<file path="src/rtl/kronos_bus_arbiter_pkg.sv">
// kronos_types: shared arbiter state encoding and bus constants for the Kronos memory bus.
package kronos_types;
    typedef enum logic [1:0] {ARB_IDLE, ARB_GNT_I, ARB_GNT_D} arb_state_t;
    localparam logic [31:0] BUS_ERR_DATA = 32'h0;
endpackage

</file>
<file path="src/rtl/kronos_bus_arbiter_watchdog.sv">
// kronos_bus_watchdog: per-grant timer that flags a hung access after TIMEOUT cycles.
module kronos_bus_watchdog #(
    parameter int TIMEOUT = 64
) (
    input  logic clk,
    input  logic rst,
    input  logic active,
    input  logic mem_ack,
    output logic timeout
);
    localparam int TW = (TIMEOUT == 0) ? 1 : $clog2(TIMEOUT + 1);
    localparam bit ON = TIMEOUT != 0;
    localparam logic [TW-1:0] LAST = TW'((TIMEOUT == 0) ? 0 : TIMEOUT - 1);
    logic [TW-1:0] timer;
    // Held at zero outside a grant, so every grant starts counting from 0.
    always_ff @(posedge clk)
        if (rst || !ON || !active || mem_ack || timeout) timer <= '0;
        else timer <= timer + 1'b1;
    assign timeout = ON && active && !mem_ack && (timer == LAST);
endmodule

</file>
<file path="src/rtl/kronos_bus_arbiter.sv">
// kronos_bus_arbiter: shares one memory bus between fetch and LSU, data-first with a fetch anti-starvation streak limit.
module kronos_bus_arbiter
    import kronos_types::*;
#(
    parameter int          MAX_STREAK = 4,
    parameter int          TIMEOUT    = 64,
    parameter logic [31:0] ERR_DATA   = BUS_ERR_DATA
) (
    input  logic        clk,
    input  logic        rst,
    input  logic [31:0] instr_addr,
    input  logic        instr_req,
    output logic [31:0] instr_data,
    output logic        instr_ack,
    input  logic [31:0] data_addr,
    input  logic [31:0] data_wr_data,
    input  logic [3:0]  data_mask,
    input  logic        data_wr_en,
    input  logic        data_req,
    output logic [31:0] data_rd_data,
    output logic        data_ack,
    output logic [31:0] mem_addr,
    output logic [31:0] mem_wr_data,
    output logic [3:0]  mem_mask,
    output logic        mem_wr_en,
    output logic        mem_req,
    input  logic [31:0] mem_rd_data,
    input  logic        mem_ack,
    output logic        bus_err
);
    localparam int SW = (MAX_STREAK == 0) ? 1 : $clog2(MAX_STREAK + 1);
    localparam logic [SW-1:0] STREAK_MAX = SW'(MAX_STREAK);
    arb_state_t state, state_next;
    logic [SW-1:0] streak, streak_next;
    logic force_i, timeout, done, gnt_i, gnt_d;
    assign force_i = instr_req && (MAX_STREAK != 0) && (streak == STREAK_MAX);
    assign done = mem_ack || timeout;
    assign gnt_i = state == ARB_GNT_I;
    assign gnt_d = state == ARB_GNT_D;
    kronos_bus_watchdog #(.TIMEOUT(TIMEOUT)) u_watchdog (
        .clk     (clk),
        .rst     (rst),
        .active  (state != ARB_IDLE),
        .mem_ack (mem_ack),
        .timeout (timeout)
    );
    always_ff @(posedge clk)
        if (rst) begin
            state  <= ARB_IDLE;
            streak <= '0;
        end else begin
            state  <= state_next;
            streak <= streak_next;
        end
    // Streak counts data grants taken while fetch was kept waiting.
    always_comb begin
        state_next  = state;
        streak_next = streak;
        if (state == ARB_IDLE) begin
            if (data_req && !force_i) begin
                state_next  = ARB_GNT_D;
                streak_next = !instr_req ? '0 : (streak == STREAK_MAX) ? streak : streak + 1'b1;
            end else if (instr_req) begin
                state_next  = ARB_GNT_I;
                streak_next = '0;
            end
        end else if (done) begin
            state_next = ARB_IDLE;
        end
    end
    always_comb begin
        mem_req      = state != ARB_IDLE;
        mem_addr     = gnt_i ? instr_addr : gnt_d ? data_addr : '0;
        mem_wr_data  = gnt_d ? data_wr_data : '0;
        mem_mask     = gnt_i ? 4'hF : gnt_d ? data_mask : 4'h0;
        mem_wr_en    = gnt_d && data_wr_en;
        instr_ack    = gnt_i && done;
        data_ack     = gnt_d && done;
        instr_data   = mem_ack ? mem_rd_data : ERR_DATA;
        data_rd_data = mem_ack ? mem_rd_data : ERR_DATA;
        bus_err      = timeout;
    end
endmodule
</file>
<file path="config.mk">
export PLATFORM = sky130hd
export DESIGN_NAME = kronos_bus_arbiter
export DESIGN_NICKNAME = d
export VERILOG_FILES = /design/src/rtl/kronos_bus_arbiter_pkg.sv /design/src/rtl/kronos_bus_arbiter_watchdog.sv /design/src/rtl/kronos_bus_arbiter.sv
export SDC_FILE = /design/constraint.sdc
export NUM_CORES = 1
export LEC_CHECK = 0
export CAP_MARGIN = 10
export CORE_AREA = 5 5 103 105
export CTS_CLUSTER_DIAMETER = 30
export DETAILED_ROUTE_END_ITERATION = 6
export DIE_AREA = 0 0 108 110
export MAX_ROUTING_LAYER = met4
export PLACE_DENSITY_LB_ADDON = 0.12
export SLEW_MARGIN = 0
export SYNTH_ARGS = -nofsm -noshare
export SYNTH_HDL_FRONTEND = slang
export SYNTH_SLANG_ARGS = --single-unit
</file>
<file path="constraint.sdc">
create_clock -name clk -period 1.5 [get_ports clk]
set_input_delay 0.15 -clock clk [delete_from_list [all_inputs] [get_ports clk]]
set_output_delay 0.15 -clock clk [all_outputs]
set_load 0.05 [all_outputs]
</file>
; Word-level counts from Yosys, hierarchy flattened
; Index checks and enable logic that the tools add are counted.
[word_totals]
register_bits = 12
input_bits = 138
output_inout_bits = 137
word_cells = 45
[classes]
add_sub_neg = 2
n_eq_ne = 6
n_mux = 14
reduce_logical = 20
[op_table]
columns = operator, count
row1 = $mux W32, 4
row2 = $mux W3, 4
row3 = $mux W2, 4
row4 = $mux W4, 2
row5 = $add A7 B1 Y7 const B, 1
row6 = $eq A7 B6 Y1 const B, 1
row7 = $logic_and A1 B1 Y1, 7
row8 = $reduce_bool A2 Y1, 3
row9 = $logic_or A1 B1 Y1, 4
row10 = $add A3 B1 Y3 const B, 1
row11 = $eq A3 B3 Y1 const B, 1
row12 = $logic_not A1 Y1, 3
row13 = $ne A3 B2 Y1 const B, 1
row14 = $ne A3 B3 Y1 const B, 1
row15 = $reduce_and A3 Y1, 1
row16 = $eq A2 B1 Y1 const B, 1
row17 = $eq A2 B2 Y1 const B, 1
row18 = $logic_not A2 Y1, 1
row19 = $reduce_and A2 Y1, 1

; Logic depth before layout (Yosys ltp)
[logic_depth]
word_depth = 6
depth_mapped = 5

; By module
; Synthesis repeated with hierarchy kept, for this count alone.
[unflattened]
hier_cells = 213
hier_area_um2 = 1642.8
[modules_own_cells]
columns = module, instances, cells_per_inst, area_each_um2, seq_area_each_um2
row1 = kronos_bus_arbiter, 1, 183, 1351.3, 100.1
row2 = kronos_bus_watchdog, 1, 30, 291.5, 140.1

; Worst setup path after synthesis
; Ideal clock, no wire load.
[synth_path]
kind = reg2out
start = reg u_watchdog.timer[0]
end = out bus_err
arrival_ps = 2021
t_required_ps = 1350
slack_ps = -671
stages_incl_launch_ff = 5
cell_sequence = dfxtp_1 -> ha_1 -> nand2_1 -> or3_4 -> nor3_1
[synth_via]
elab_chain_cells = 2
[synth_lines]
columns = element, line
row1 = start: declaration, kronos_bus_arbiter_watchdog.sv:14  ; logic [TW-1:0] timer;
row2 = start signal: assignment, kronos_bus_arbiter_watchdog.sv:18  ; else timer <= timer + 1'b1;
row3 = $eq A7 B6 Y1, kronos_bus_arbiter_watchdog.sv:19  ; assign timeout = ON && active && !mem_ack && (timer == LAST);
row4 = $logic_and A1 B1 Y1, kronos_bus_arbiter_watchdog.sv:19
row5 = end: declaration, kronos_bus_arbiter.sv:29  ; output logic bus_err
; Every way passes these cells.

; Final worst setup path
[layout_path]
start = reg state[1]
end = out mem_addr[28]
[layout_via]
elab_chain_cells = 3
word_cells_on_any_way = 4
cone_classes = 2 x eq/ne / 2 x mux
[layout_lines]
columns = element, line
row1 = start: declaration, kronos_bus_arbiter.sv:33  ; arb_state_t state, state_next;
row2 = start signal: assignment, kronos_bus_arbiter.sv:52  ; state <= state_next;
row3 = $eq A2 B2 Y1, kronos_bus_arbiter.sv:39  ; assign gnt_d = state == ARB_GNT_D;
row4 = $mux W32, kronos_bus_arbiter.sv:73  ; mem_addr = gnt_i ? instr_addr : gnt_d ? data_addr : '0;
row5 = $mux W32 *, kronos_bus_arbiter.sv:73
row6 = end: declaration, kronos_bus_arbiter.sv:22  ; output logic [31:0] mem_addr,
; Every way passes the cells marked *; elsewhere a longest branch is shown, timed or not.

==> metrics <==
Longest Clk Path Bufs 2; crit path cell chain buf_6, nor2b_4, buf_12, buf_8, buf_16, a22o_1, buf_12; Setup Skew around 0.00076 ns; final hold vios 0; Placer Congestion 0.771; Leakage Power ~2.8 nW; Final min period 1.69 ns; Total GRT Usage between 20% and 30%; total gr overflow 0; Relative slew margins about 82%; Starting Density 16.8%; ys async rst share 0%; aggregate routed wire length ~13000 um; n_diodes 0; Final Max Tran Viols 0; core region area about 0.0095 mm2; vias in the first global route 2792; Peak VDD IR between 300 and 400 uV; detailed-route via count ~2700; top-count cell post-synth and2_1; worst-margin pin slew 0.264 ns; CTS Sinks 12; Max-cap violations 0; Area growth syn-to-layout 315%; clk root buf clkbuf_8; CTS buffer count 3; worst slack at placement -0.0492 ns; CP endpoint kind primary output; Initial DRC Count slightly above 90; setup TNS -6.45 ns; largest net degree at the start of global routing 37; Synth Cell Area between 0.0015 and 0.002 mm2; worst min path class reg -> reg; crit start category flop; dpl hpwl roughly 10000 um; cell area after layout 0.00666 mm2; syn_nets roughly 350; worst path buffer plus inverter count 5; Synth Flop Type dfxtp_1; DR WL/cell 21.9 um; fraction of layout cells with a size suffix above 1 roughly 54%; Worst-Skew Late Latency ~0.24 ns; top cell type by total area after synthesis and2_1; via-per-instance ratio ~4.3; synth unique cells 31; Die Wd 108 um; Rows 36; CP arrival approximately 1.5 ns; EDFF count, synth 0; Yosys reg bits 12; failing checks setup timing; highest-delay cell along the critical path dfxtp_4; WS Path Type reg -> out; Post-DRT Antenna Nets 0; synthesized area per cell ~7.5 um2; DR DRC count 0; RSZ-0062 raised after global routing true; initial antenna violation count 0; CP required between 1 and 1.5 ns; synth top area cells and2_1, a22o_1, dfxtp_1; setup slack after layout -0.193 ns; buffers added on ports about 270; Placed Instance Area 0.00570 mm2; period utilisation layout 113%; post-synthesis sequential area ratio around 15%; Critical Path Max Stage Delay around 0.34 ns; status complete, but fails checks; crit-path most repeated cell buf_12; Cell Pwr Density roughly 560 mW/mm2; DIE AREA roughly 0.012 mm2; # IOs 275; synthesized instance count between 200 and 250; crit path max fanout 5; Initial DRT Pass Iterations 4; Final nets around 620; count of final setup violators 58; H-tree levels 1; delay-heaviest family, CP buffers and inverters; die height about 110 um; TritonCTS clock tree done; f_max 591 MHz; most frequent cells after synthesis and2_1, a22o_1, buf_4; Warnings, synthesis 0; Worst-path clk slew about 0.050 ns; first-pass GRT wire length roughly 18000 um; post-synth top area share 25.3%
==> layout make-up <==
type / instances / area [um2]
tap: 133 / 166
timing repair buffer: 313 / 4770
inverter: 3 / 11.3
multi-input combinational: 150 / 1420
fill: 664 / 2890
sequential: 12 / 254
clock buffer: 3 / 41.3
==> through the flow <==
step,utilization (%),power (W),instances,hold slack [ns]
after floorplan,-,0.00152,213,0.219
after global placement,59.7,0.00298,581,0.462
after detailed placement,59.7,0.00299,581,0.471
after CTS,68.5,0.00370,615,0.477
after global routing,69.8,0.00383,614,0.527
final,69.8,0.00372,614,0.511
==> routing by layer <==
layer / track usage (%) / vias up / wire length [um] / part of all wire, %
met2: 38.9 / 167 / 7340 / 55
li1: - / 1260 / - / -
met5: - / - / 0 / 0
met1: 22.4 / 1214 / 4660 / 35
met4: 3.97 / 0 / 321 / 2.4
met3: 5.13 / 22 / 1120 / 8.3
==> sequential cells by signal (all words and copies together) (netlist names) <==
signal,flops
streak,3
u_watchdog.timer,7
state,2
==> tightest hold or removal path, stage by stage (launching register included) <==
cell	delay, ns
dfxtp_1	0.32
o21ai_0	0.08
a21oi_1	0.06
==> cells in the final DEF (no fill, tap or decap), types with 2 or more instances in the layout <==
master | netlist | routed
buf_8 | 0 | 4
nor3_4 | 0 | 2
nor2_1 | 5 | 4
a22o_4 | 0 | 25
nor2b_4 | 0 | 2
nand2_1 | 4 | 3
a32o_1 | 2 | 2
nor3b_1 | 2 | 2
clkdlybuf4s50_1 | 0 | 137
buf_16 | 0 | 12
buf_6 | 0 | 4
a21oi_1 | 3 | 3
a21o_1 | 4 | 4
nor3_1 | 6 | 4
clkbuf_8 | 0 | 3
buf_12 | 0 | 143
xor2_1 | 2 | 2
buf_4 | 32 | 13
and2_1 | 65 | 25
and2_2 | 0 | 7
a22o_1 | 32 | 7
or3_1 | 2 | 2
nand3_1 | 3 | 3
o21ai_0 | 3 | 3
dfxtp_1 | 12 | 7
inv_1 | 3 | 2
and2_4 | 0 | 33
dfxtp_4 | 0 | 3
ha_1 | 3 | 2
dfxtp_2 | 0 | 2
==> kinds of logic (layout without fill, tap and decap cells) <==
logic type,after synthesis,count (layout),share of synthesized area (%)
buffers and inverters,51,319,20.1
XOR/XNOR,3,3,1.64
AND/OR/NAND/NOR,93,93,35.0
adder cells (fa/ha/maj),3,3,2.34
AO/OA/AOI/OAI,51,51,26.0
flip-flops,12,12,15.0
==> power by group <==
group	internal [W]	switching [W]	leakage [nW]
Combinational	0.00165	0.00145	2.67
Clock	0.000177	0.000113	0.0216
Sequential	0.000326	0.00000853	0.100
Total	0.00215	0.00157	2.79
==> what timing repair did <==
action,in CTS,in global routing
pin swaps,39,16
hold buffers,0,0
resized for setup,75,34
gates cloned,14,0
endpoints found under the setup margin,73,78
setup buffers,17,3
==> worst paths after layout <==
path | startpoint | to | slack, ns | depth (start not counted)
min | streak[1] | streak[1] | 0.51 | 2
max reg2reg | u_watchdog.timer[1] | state[0] | 0.07 | 5
max | state[1] | mem_addr[28] | -0.19 | 7
min reg2reg | streak[1] | streak[1] | 0.51 | 2
No activity file was read; power rests on OpenSTA's default activity.
